## src/rtl/best_delay_readout_ctrl_pkg.sv

```systemverilog
`default_nettype none
// ============================================================================
// best_delay_pkg : shared types and constants for the delay-buffer readout
// Rev 1.0
// ============================================================================
package best_delay_pkg;

  typedef enum logic [2:0] {
    ST_IDLE     = 3'd0,
    ST_WAIT_VAL = 3'd1,
    ST_CAPTURE  = 3'd2,
    ST_STOP     = 3'd3,
    ST_REFILL   = 3'd4
  } state_t;

  localparam logic [3:0] HDR_MARKER    = 4'hA;
  localparam int         FRAME_W       = 36;
  localparam int         REFILL_CYCLES = 256;
  localparam int         STOP_CYCLES   = 2;

  function automatic logic [FRAME_W-1:0] make_header(input logic [11:0] evt_id,
                                                     input logic [3:0]  nbins);
    return {HDR_MARKER, evt_id, 4'h0, nbins, 12'h000};
  endfunction

endpackage
`default_nettype wire

```

## src/rtl/best_delay_readout_ctrl_if.sv

```systemverilog
`default_nettype none
// ============================================================================
// best_delay_readout_ctrl_if : valid/ready readout stream with end-of-event tag
// Rev 1.0
// ============================================================================
interface best_delay_readout_ctrl_if;
  import best_delay_pkg::*;

  logic [FRAME_W-1:0] rd_data;
  logic               rd_valid;
  logic               rd_ready;
  logic               rd_last;

  modport master (output rd_data, output rd_valid, output rd_last, input rd_ready);
  modport slave  (input rd_data, input rd_valid, input rd_last, output rd_ready);

endinterface
`default_nettype wire

```

## src/rtl/best_delay_readout_ctrl_fifo.sv

```systemverilog
`default_nettype none
// ============================================================================
// readout_fifo : first-word-fall-through FIFO with retro-tag of the tail word
// Rev 1.0
// ============================================================================
module readout_fifo #(
  parameter int WIDTH = 37,
  parameter int DEPTH = 32
) (
  input  wire                      clk,
  input  wire                      rst_n,
  input  wire                      wr_en,
  input  wire  [WIDTH-1:0]         wr_data,
  input  wire                      mark_last,
  input  wire                      hold_tail,
  input  wire                      rd_ready,
  output logic                     rd_valid,
  output logic [WIDTH-1:0]         rd_data,
  output logic [$clog2(DEPTH):0]   free
);

  localparam int             AW      = $clog2(DEPTH);
  localparam logic [AW:0]    C_DEPTH = (AW+1)'(DEPTH);
  localparam logic [AW:0]    C_ONE   = (AW+1)'(1);

  logic [WIDTH-1:0] r_mem [DEPTH];
  logic [AW-1:0]    r_wr_ptr;
  logic [AW-1:0]    r_rd_ptr;
  logic [AW:0]      r_count;
  logic [AW-1:0]    w_tail;
  logic             w_push;
  logic             w_pop;

  assign w_tail = r_wr_ptr - AW'(1);
  // The youngest word of an open event stays hidden so it can still be tagged last.
  assign rd_valid = hold_tail ? (r_count > C_ONE) : (r_count != '0);
  assign rd_data  = rd_valid ? r_mem[r_rd_ptr] : '0;
  assign free     = C_DEPTH - r_count;
  assign w_push   = wr_en && (r_count != C_DEPTH);
  assign w_pop    = rd_valid && rd_ready;

  always_ff @(posedge clk) begin
    if (mark_last && (r_count != '0)) begin
      r_mem[w_tail][WIDTH-1] <= 1'b1;
    end
    if (w_push) begin
      r_mem[r_wr_ptr] <= wr_data;
    end
  end

  always_ff @(posedge clk or negedge rst_n) begin
    if (!rst_n) begin
      r_wr_ptr <= '0;
      r_rd_ptr <= '0;
      r_count  <= '0;
    end else begin
      if (w_push) begin
        r_wr_ptr <= r_wr_ptr + AW'(1);
      end
      if (w_pop) begin
        r_rd_ptr <= r_rd_ptr + AW'(1);
      end
      case ({w_push, w_pop})
        2'b10:   r_count <= r_count + C_ONE;
        2'b01:   r_count <= r_count - C_ONE;
        default: r_count <= r_count;
      endcase
    end
  end

endmodule
`default_nettype wire

```

## src/rtl/best_delay_readout_ctrl.sv

```systemverilog
`default_nettype none
// ============================================================================
// best_delay_readout_ctrl : L1A-triggered readout of a delay buffer into a FIFO
// Rev 1.0
// ============================================================================
module best_delay_readout_ctrl
  import best_delay_pkg::*;
#(
  parameter int VAL_LAT    = 2,
  parameter int FIFO_DEPTH = 32
) (
  input  wire                         clk,
  input  wire                         rst_n,
  input  wire                         l1a,
  input  wire                         valorr,
  input  wire  [FRAME_W-1:0]          buf_dout,
  input  wire  [3:0]                  nbins,
  input  wire  [7:0]                  cfg_delay,
  input  wire                         cfg_wr,
  output logic [7:0]                  delay,
  output logic                        trig_stop,
  output logic                        we,
  best_delay_readout_ctrl_if.master   rd,
  output logic                        busy,
  output logic [11:0]                 l1a_cnt,
  output logic [7:0]                  drop_cnt
);

  localparam int         AW            = $clog2(FIFO_DEPTH);
  localparam logic [7:0] C_VAL_LOAD    = 8'(VAL_LAT - 1);
  localparam logic [7:0] C_STOP_LOAD   = 8'(STOP_CYCLES - 1);
  localparam logic [7:0] C_REFILL_LOAD = 8'(REFILL_CYCLES - 1);

  state_t             r_state;
  state_t             w_next;
  logic [7:0]         r_cnt;
  logic [7:0]         w_cnt_nxt;
  logic               r_init;
  logic [11:0]        r_evt_id;
  logic               w_fifo_wr;
  logic [FRAME_W-1:0] w_fifo_word;
  logic               w_fifo_last;
  logic               w_mark_last;
  logic               w_drop_evt;
  logic               w_evt_load;
  logic               w_l1a_drop;
  logic [AW:0]        w_free;
  logic               w_room;
  logic [FRAME_W:0]   w_head;
  logic [1:0]         w_drop_inc;
  logic [8:0]         w_drop_sum;

  assign w_room = (32'(w_free) >= (32'(nbins) + 32'd2));

  always_comb begin
    w_next      = r_state;
    w_cnt_nxt   = r_cnt;
    w_fifo_wr   = 1'b0;
    w_fifo_word = '0;
    w_fifo_last = 1'b0;
    w_mark_last = 1'b0;
    w_drop_evt  = 1'b0;
    w_evt_load  = 1'b0;
    if (cfg_wr) begin
      // Abort: the word of this cycle is not written; the tail becomes end-of-event.
      w_next      = ST_STOP;
      w_cnt_nxt   = C_STOP_LOAD;
      w_mark_last = (r_state == ST_CAPTURE);
    end else begin
      case (r_state)
        ST_IDLE: begin
          if (r_init) begin
            w_next    = ST_STOP;
            w_cnt_nxt = C_STOP_LOAD;
          end else if (l1a) begin
            w_next     = ST_WAIT_VAL;
            w_cnt_nxt  = C_VAL_LOAD;
            w_evt_load = 1'b1;
          end
        end
        ST_WAIT_VAL: begin
          if (r_cnt != 8'd0) begin
            w_cnt_nxt = r_cnt - 8'd1;
          end else if (!valorr) begin
            w_next = ST_IDLE;
          end else if (w_room) begin
            w_fifo_wr   = 1'b1;
            w_fifo_word = make_header(r_evt_id, nbins);
            w_cnt_nxt   = {4'd0, nbins};
            w_next      = ST_CAPTURE;
          end else begin
            w_drop_evt = 1'b1;
            w_next     = ST_IDLE;
          end
        end
        ST_CAPTURE: begin
          w_fifo_wr   = 1'b1;
          w_fifo_word = buf_dout;
          if (r_cnt == 8'd0) begin
            w_fifo_last = 1'b1;
            w_next      = ST_IDLE;
          end else begin
            w_cnt_nxt = r_cnt - 8'd1;
          end
        end
        ST_STOP: begin
          if (r_cnt == 8'd0) begin
            w_next    = ST_REFILL;
            w_cnt_nxt = C_REFILL_LOAD;
          end else begin
            w_cnt_nxt = r_cnt - 8'd1;
          end
        end
        ST_REFILL: begin
          if (r_cnt == 8'd0) begin
            w_next = ST_IDLE;
          end else begin
            w_cnt_nxt = r_cnt - 8'd1;
          end
        end
        default: begin
          w_next = ST_IDLE;
        end
      endcase
    end
  end

  always_ff @(posedge clk or negedge rst_n) begin
    if (!rst_n) begin
      r_state <= ST_IDLE;
      r_cnt   <= 8'd0;
      r_init  <= 1'b1;
    end else begin
      r_state <= w_next;
      r_cnt   <= w_cnt_nxt;
      r_init  <= 1'b0;
    end
  end

  assign w_l1a_drop = l1a && !w_evt_load;
  assign w_drop_inc = {1'b0, w_l1a_drop} + {1'b0, w_drop_evt};
  assign w_drop_sum = {1'b0, drop_cnt} + {7'd0, w_drop_inc};

  always_ff @(posedge clk or negedge rst_n) begin
    if (!rst_n) begin
      delay    <= 8'd0;
      l1a_cnt  <= 12'd0;
      drop_cnt <= 8'd0;
      r_evt_id <= 12'd0;
    end else begin
      if (cfg_wr) begin
        delay <= cfg_delay;
      end
      if (l1a) begin
        l1a_cnt <= l1a_cnt + 12'd1;
      end
      if (w_evt_load) begin
        r_evt_id <= l1a_cnt + 12'd1;
      end
      drop_cnt <= w_drop_sum[8] ? 8'hFF : w_drop_sum[7:0];
    end
  end

  // r_init covers reset and the first cycle after it, before STOP is entered.
  assign trig_stop = r_init || (r_state == ST_STOP);
  assign we        = !r_init && (r_state != ST_STOP);
  assign busy      = r_init || (r_state != ST_IDLE);

  readout_fifo #(
    .WIDTH (FRAME_W + 1),
    .DEPTH (FIFO_DEPTH)
  ) u_fifo (
    .clk       (clk),
    .rst_n     (rst_n),
    .wr_en     (w_fifo_wr),
    .wr_data   ({w_fifo_last, w_fifo_word}),
    .mark_last (w_mark_last),
    .hold_tail (r_state == ST_CAPTURE),
    .rd_ready  (rd.rd_ready),
    .rd_valid  (rd.rd_valid),
    .rd_data   (w_head),
    .free      (w_free)
  );

  assign rd.rd_data = w_head[FRAME_W-1:0];
  assign rd.rd_last = w_head[FRAME_W];

endmodule
`default_nettype wire

```

## src/flat_wrapper.sv

```systemverilog
// flat-port wrapper written by rule: the top's interface ports become plain ports
module best_delay_readout_ctrl_flat import best_delay_pkg::*;
#(
  parameter int VAL_LAT    = 2,
  parameter int FIFO_DEPTH = 32
)
  (clk, rst_n, l1a, valorr, buf_dout, nbins, cfg_delay, cfg_wr, delay, trig_stop, we, busy, l1a_cnt, drop_cnt, rd_rd_data, rd_rd_valid, rd_rd_last, rd_rd_ready);
  best_delay_readout_ctrl_if rd_i ();
  input  wire clk;
  input  wire rst_n;
  input  wire l1a;
  input  wire valorr;
  input  wire  [FRAME_W-1:0] buf_dout;
  input  wire  [3:0] nbins;
  input  wire  [7:0] cfg_delay;
  input  wire cfg_wr;
  output logic [7:0] delay;
  output logic trig_stop;
  output logic we;
  output logic busy;
  output logic [11:0] l1a_cnt;
  output logic [7:0] drop_cnt;
  output wire logic [$bits(rd_i.rd_data)-1:0] rd_rd_data;
  output wire logic [$bits(rd_i.rd_valid)-1:0] rd_rd_valid;
  output wire logic [$bits(rd_i.rd_last)-1:0] rd_rd_last;
  input wire logic [$bits(rd_i.rd_ready)-1:0] rd_rd_ready;
  assign rd_rd_data = rd_i.rd_data;
  assign rd_rd_valid = rd_i.rd_valid;
  assign rd_rd_last = rd_i.rd_last;
  assign rd_i.rd_ready = rd_rd_ready;
  best_delay_readout_ctrl #(.VAL_LAT(VAL_LAT), .FIFO_DEPTH(FIFO_DEPTH)) u_core (.clk(clk), .rst_n(rst_n), .l1a(l1a), .valorr(valorr), .buf_dout(buf_dout), .nbins(nbins), .cfg_delay(cfg_delay), .cfg_wr(cfg_wr), .delay(delay), .trig_stop(trig_stop), .we(we), .rd(rd_i), .busy(busy), .l1a_cnt(l1a_cnt), .drop_cnt(drop_cnt));
endmodule
```

## config.mk

```make
export PLATFORM = sky130hd
export DESIGN_NAME = best_delay_readout_ctrl_flat
export DESIGN_NICKNAME = d
export VERILOG_FILES = /design/src/rtl/best_delay_readout_ctrl_pkg.sv /design/src/rtl/best_delay_readout_ctrl_if.sv /design/src/rtl/best_delay_readout_ctrl_fifo.sv /design/src/rtl/best_delay_readout_ctrl.sv /design/src/flat_wrapper.sv
export SDC_FILE = /design/constraint.sdc
export NUM_CORES = 2
export LEC_CHECK = 0
export BUFFER_PORTS_ARGS = -buffer_cell sky130_fd_sc_hd__buf_2
export CAP_MARGIN = 20
export CORE_ASPECT_RATIO = 1.75
export CORE_MARGIN = 4
export CORE_UTILIZATION = 40
export DETAILED_ROUTE_END_ITERATION = 8
export PLACE_DENSITY_LB_ADDON = 0.12
export SYNTH_ARGS = -nofsm -noshare
export SYNTH_HDL_FRONTEND = slang
export SYNTH_SLANG_ARGS = --single-unit
```

## constraint.sdc

```tcl
create_clock -name clk -period 6 [get_ports clk]
set_clock_uncertainty 0.15 [all_clocks]
set_input_delay 0.3 -clock clk [delete_from_list [all_inputs] [get_ports clk]]
set_output_delay 0.3 -clock clk [all_outputs]
set_load 0.01 [all_outputs]
```

# After elaboration in Yosys (flattened, before gate mapping)
# Memories as Yosys holds them, arrays and structs flattened.
# Cells that the tools add are included.
[totals]
ram_bits = 1184
word_cells = 111
reg_bits = 68
inputBits = 54
memories = 1
[classes]
add_sub_neg = 11
eq_ne = 15
reduce_logical = 20
muxes = 52
n_lt_le_gt_ge = 2
[memory_table]
columns = ["name", "depth", "word_bits", "rd", "rd_ports_with_merged_regs", "wr", "line", "rtl"]
rows = [
  ["u_core.u_fifo.r_mem", 32, 37, 1, 0, 1, "best_delay_readout_ctrl_fifo.sv:26", "logic [WIDTH-1:0] r_mem [DEPTH];"],
]
[op_table]
columns = ["op", "n"]
rows = [
  ["two-way mux 36 bit", 4],
  ["two-way mux 37 bit", 2],
  ["two-way mux 8 bit", 9],
  ["one-hot mux 36 bit (2 select lines)", 1],
  ["OR reduction 37 bit", 1],
  ["greater-or-equal comparator 6 x 32 -> 1 bit", 1],
  ["one-hot mux 8 bit (4 select lines)", 1],
  ["two-way mux 1 bit", 22],
  ["two-way mux 3 bit", 7],
  ["adder 12 x 1 -> 12 bit (second input constant)", 1],
  ["one-hot mux 3 bit (4 select lines)", 1],
  ["one-hot mux 6 bit (2 select lines)", 1],
  ["adder 5 x 1 -> 5 bit (second input constant)", 2],
  ["adder 8 x 2 -> 9 bit", 1],
  ["logical NOT 8 bit", 1],
  ["!= test 4 x 3 -> 1 bit (second input constant)", 2],
  ["nonzero test 8 bit", 1],
  ["subtractor 8 x 1 -> 8 bit (second input constant)", 1],
  ["adder 6 x 1 -> 6 bit (second input constant)", 1],
  ["equality test 3 x 2 -> 1 bit (second input constant)", 2],
  ["greater-than comparator 6 x 1 -> 1 bit (second input constant)", 1],
  ["!= test 3 x 2 -> 1 bit (second input constant)", 2],
  ["!= test 3 bit (second input constant)", 2],
  ["!= test 6 bit (second input constant)", 1],
  ["other kinds (25)", 32],
]

# Longest topological paths before layout
[depth]
ltp_word = 12
ltp_mapped = 17

# Modules after synthesis
# From an unflattened synthesis, not the netlist that was laid out.
[hier_totals]
hier_cells = 2969
area_unflattened_um2 = 50201.9
[modules_own_cells]
columns = ["mod", "area_per_inst_um2", "n_inst", "cells_each"]
rows = [
  ["readout_fifo", 46966.3, 1, 2621],
  ["best_delay_readout_ctrl", 3235.6, 1, 348],
]

# Worst setup path before layout
# No wires, ideal clock.
[synth_timing]
path_type = "reg2reg"
start = "reg u_core.u_fifo.r_count[0]"
end = "mem u_core.u_fifo.r_mem[12][0] (enable)"
setup_time_ps = 429
path_stages_with_launch = 13
arrival_ps = 3946
period_less_slack_ps = 4525
required_time_ps = 5421
setup_slack_ps = 1475
n_path_buf = 2
cell_sequence = "dfrtp_1 -> inv_1 -> ha_1 -> clkbuf_1 -> xnor2_1 -> ha_1 -> nand2_1 -> o21ai_0 -> a221o_1 -> a31o_4 -> buf_6 -> nand3_2 -> nor2_1"
[synth_between]
elab_chain_cells = 12
elab_cells_between_ends = 14
[synth_lines]
columns = ["item", "line", "rtl"]
rows = [
  ["from (decl)", "best_delay_readout_ctrl_fifo.sv:29", "logic [AW:0] r_count;"],
  ["from (signal assigned)", "best_delay_readout_ctrl_fifo.sv:64", "2'b10: r_count <= r_count + C_ONE;"],
  ["from (signal assigned)", "best_delay_readout_ctrl_fifo.sv:65", "2'b01: r_count <= r_count - C_ONE;"],
  ["from (signal assigned)", "best_delay_readout_ctrl_fifo.sv:66", "default: r_count <= r_count;"],
  ["subtractor 6 bit", "best_delay_readout_ctrl_fifo.sv:38", "assign free = C_DEPTH - r_count;"],
  ["greater-or-equal comparator 6 x 32 -> 1 bit", "best_delay_readout_ctrl.sv:53", "assign w_room = (32'(w_free) >= (32'(nbins) + 32'd2));"],
  ["two-way mux 1 bit", "best_delay_readout_ctrl.sv:86", "end else if (w_room) begin"],
  ["two-way mux 1 bit", "best_delay_readout_ctrl.sv:84", "end else if (!valorr) begin"],
  ["two-way mux 1 bit", "best_delay_readout_ctrl.sv:82", "if (r_cnt != 8'd0) begin"],
  ["one-hot mux 1 bit (2 select lines)", "best_delay_readout_ctrl.sv:70", "case (r_state)"],
  ["two-way mux 1 bit", "best_delay_readout_ctrl.sv:64", "if (cfg_wr) begin"],
  ["logical AND 1 bit *", "best_delay_readout_ctrl_fifo.sv:39", "assign w_push = wr_en && (r_count != C_DEPTH);"],
  ["two-way mux 1 bit *", "best_delay_readout_ctrl_fifo.sv:46", "if (w_push) begin"],
  ["two-way mux 1 bit (not written as such) *", "best_delay_readout_ctrl_fifo.sv:47", "r_mem[r_wr_ptr] <= wr_data;"],
  ["OR reduction 37 bit (no source line)", "-", ""],
  ["two-way mux 5 bit (no source line) / two-way mux 2 bit (equally long branches)", "-", ""],
  ["to (decl)", "best_delay_readout_ctrl_fifo.sv:26", ""],
]
# Mark *: on every way between the ends. The rest lies on a longest branch, timed or not.

# Worst setup path in the final report
[layout_timing]
start = "reg u_core.u_fifo.r_rd_ptr[0]"
end = "out rd_rd_data[2]"
[layout_between]
elab_chain_cells = 2
[layout_lines]
columns = ["item", "line", "rtl"]
rows = [
  ["from (decl)", "best_delay_readout_ctrl_fifo.sv:28", "logic [AW-1:0] r_rd_ptr;"],
  ["from (signal assigned)", "best_delay_readout_ctrl_fifo.sv:61", "r_rd_ptr <= r_rd_ptr + AW'(1);"],
  ["memory (32 x 37 bit)", "-", ""],
  ["two-way mux 37 bit", "best_delay_readout_ctrl_fifo.sv:37", "assign rd_data = rd_valid ? r_mem[r_rd_ptr] : '0;"],
  ["to (decl)", "flat_wrapper.sv:23", "output wire logic [$bits(rd_i.rd_data)-1:0] rd_rd_data;"],
]
# Every way passes these cells.

==> results.json <==
{
  "grtUsageTotal_pct": 20.8,
  "synthesis.nets": 2584,
  "synth_warnings": 0,
  "p_leak_nw": 19.5,
  "synthFlopType": "edfxtp_1",
  "pwr-share-seq_pct": 41.3,
  "drive_gt1_share_pct": 29.6,
  "synth_top_family_by_area": "multiplexers",
  "die_y_um": 475,
  "synth_top_area_share_pct": 71.2,
  "crit_type": "reg2out",
  "syn_inst": 2513,
  "io_pins": 123,
  "fill_cells": 10600,
  "tightest_slew_ns": 1.04,
  "wire_per_inst_um": 30.2,
  "synth_compound_area_share_pct": 2.76,
  "grt_pass1_wl_um": 195000,
  "fin_setup_tns_ns": 0,
  "yosysTopAreaCell": "edfxtp_1",
  "relSlewSlack_pct": 30.6,
  "switchingPower_mw": 8.17,
  "startpoint_type": "register",
  "nNetsFinal": 2788,
  "synth_adder_area_share_pct": 0.441,
  "synthMuxAreaShare_pct": 16.9,
  "overflow": 0,
  "insertion_delay_ns": 0.75,
  "cts_sinks": 1252,
  "grt_max_degree": 74,
  "pwr-share-comb_pct": 30.1,
  "cts_made_buffers": 114,
  "initial_core_util_pct": 40.2,
  "intPower_mw": 16.8,
  "final_core_util_pct": 46.0,
  "rsz0062_at_grt": "false",
  "ys_types": 62,
  "p_total_mw": 24.9,
  "mappedNetlistArea_um2": 49900,
  "swShare_pct": 32.8,
  "drtPass1Iterations": 5,
  "via_per_inst": 5.59,
  "finalSetupViolCount": 0,
  "period_minus_slack_ns": 4.83,
  "portBuffers": 122,
  "synth-simple-area-share_pct": 3.20,
  "antenna_left": 0,
  "ys_seq_area_share_pct": 74.6,
  "fmax_mhz": 207,
  "dieWidth_um": 275,
  "grt_antenna_before_repair": 4,
  "cts.clk_slew.worst_paths_ns": 0.07,
  "cts_tree": "done",
  "num_vias": 24900,
  "drtIter0Drc": 1894,
  "wl_um": 135000,
  "min_path_type": "in2reg",
  "synth_area_leaders": "edfxtp_1, mux4_2, dfrtp_1",
  "async_flop_share_pct": 5.43,
  "worstSetupEndpointType": "output port",
  "synth_edf_count": 1184,
  "dieArea_um2": 131000,
  "htree_num_levels": 3,
  "yosys.area_share.xor_xnor_pct": 0.755,
  "clockBufferDepth": 3,
  "whs_ns": 0.0665,
  "powerDensity_nw_per_um2": 437,
  "clkPwrFrac_pct": 28.6,
  "drv_cap": 0,
  "ir_drop_v": 0.000292,
  "cts_root_buf": "clkbuf_16",
  "status": "finished clean",
  "ys_ff_latch": 1252,
  "finalMaxSlewViolations": 0,
  "path_max_fanout": 44,
  "postCtsSetupRepairBufs": 0,
  "fp-row-count": 171,
  "hold_viol": 0,
  "fin_crit_sh_pct": 80.5,
  "grt_pass1_vias": 26600,
  "dp_hpwl_um": 84000,
  "drc_errors": 0,
  "gp_congestion": 0.827,
  "avgSynthCellArea_um2": 19.9,
  "core_area_um2": 124000,
  "cp.required_ns": 5.55,
  "cp.arrival_ns": 4.38,
  "area_delta_synth_final_pct": 14.4
}
## cell families after synthesis
kind of cell	Yosys count
flops	1252
mux	460
simple gates	353
compound gates	224
buf+inv	163
xor+xnor	43
fa+ha+maj	17
other cells	1
## critical path, cell delays in order (launching register included)
cell     delay (ns)
dfrtp_4        1.11
buf_4          0.42
buf_4          0.35
mux4_2         0.54
mux2_2         0.27
a21oi_1        0.44
o22ai_1        0.25
buf_2          0.24
## layout make-up
class                   count  area (µm²)  share of cell area [%]
diodes                      3        7.51                  0.0132
clock buffers             150        3030                    5.31
clock inverters            64         579                    1.01
inverters                  17        63.8                   0.112
multi-input cells        1098       12300                    21.6
flip-flops and latches   1252       37300                    65.3
well taps                1643        2060                    3.60
repair buffers            234        1750                    3.07
## Yosys cell counts (8+ instances only)
library cell,number
mux2_2,88
mux2i_1,76
clkbuf_1,92
xnor2_1,28
buf_1,16
o21ai_0,30
a22oi_1,20
and3_1,10
and2_1,19
a21oi_1,87
ha_1,16
nor3_1,10
nand2_1,57
buf_2,37
xor2_1,15
o22ai_1,40
nor2_1,190
edfxtp_1,1184
mux4_2,296
inv_1,17
nand4_1,8
nand2b_1,8
dfrtp_1,67
a31oi_1,11
nand3_1,24
## sequential cells by signal, indices dropped and copies added, names as in the netlist
| signal | flops |
|---|---|
| u_core.u_fifo.r_mem | 1184 |
| u_core.l1a_cnt | 12 |
| u_core.r_evt_id | 12 |
| u_core.delay | 8 |
| u_core.drop_cnt | 8 |
| u_core.r_cnt | 8 |
| u_core.u_fifo.r_count | 6 |
| u_core.u_fifo.r_rd_ptr | 5 |
| u_core.u_fifo.r_wr_ptr | 5 |
| u_core.r_state | 3 |
| u_core.r_init | 1 |
## power groups by stage
| stage | Combinational, mW | Sequential (mW) | Clock (mW) |
|---|---|---|---|
| floorplan | 5.01 | 10.1 | 0 |
| global placement | 7.69 | 10.5 | 0 |
| detailed placement | 7.70 | 10.5 | 0 |
| CTS | 7.74 | 10.3 | 7.30 |
| global route | 8.02 | 10.4 | 7.68 |
| finish | 7.51 | 10.3 | 7.13 |
## repair_timing
item / CTS / global route
endpoints found under the hold margin: 97 / 0
hold buffers: 21 / 0
gates resized for setup: 0 / 0
## metal layers
layer	global-route usage, %	share of wire, %
met1	26.6	40
met2	37.9	54
met3	2.96	4.5
met4	4.39	1.6
met5	0	0
## final timing paths
path,to,startpoint,cells past startpoint,slack (ns)
hold / removal,u_core.drop_cnt[0],valorr,6,0.07
setup / recovery,rd_rd_data[2],u_core.u_fifo.r_rd_ptr[0],7,1.17
setup reg to reg,u_core.u_fifo.r_mem[27][11],u_core.u_fifo.r_count[0],11,1.48
min in group asynchronous,u_core.r_state[1],rst_n,3,0.17
max in group asynchronous,u_core.u_fifo.r_rd_ptr[0],rst_n,3,4.86
hold reg to reg,u_core.r_evt_id[4],u_core.r_evt_id[4],2,0.33
## cells in the final DEF (no fill, tap or decap), drive strengths merged, types with 11 or more instances in the layout
master	netlist	layout
dfrtp	67	67
nor2	191	191
o22ai	40	40
mux4	296	296
inv	17	23
mux2i	76	76
dlygate4sd3	0	21
nand3	25	25
buf	54	213
a22oi	20	20
edfxtp	1184	1184
xnor2	28	28
clkbuf	92	150
nand2	59	59
nor3	11	11
o21ai	30	30
a31oi	11	11
ha	16	16
and2	20	20
clkinv	0	48
a21oi	87	87
xor2	15	15
mux2	88	88
## metrics by stage
stage | cells | setup WS, ns | cell area [µm²]
after floorplan | 2513 | 1.47 | 49900
after global placement | 4223 | 1.52 | 53300
after detailed placement | 4223 | 1.50 | 53300
after CTS | 4458 | 0.953 | 57100
after global routing | 4459 | 0.715 | 57100
final | 4461 | 1.17 | 57100
Power figures use the tool's default switching activity.
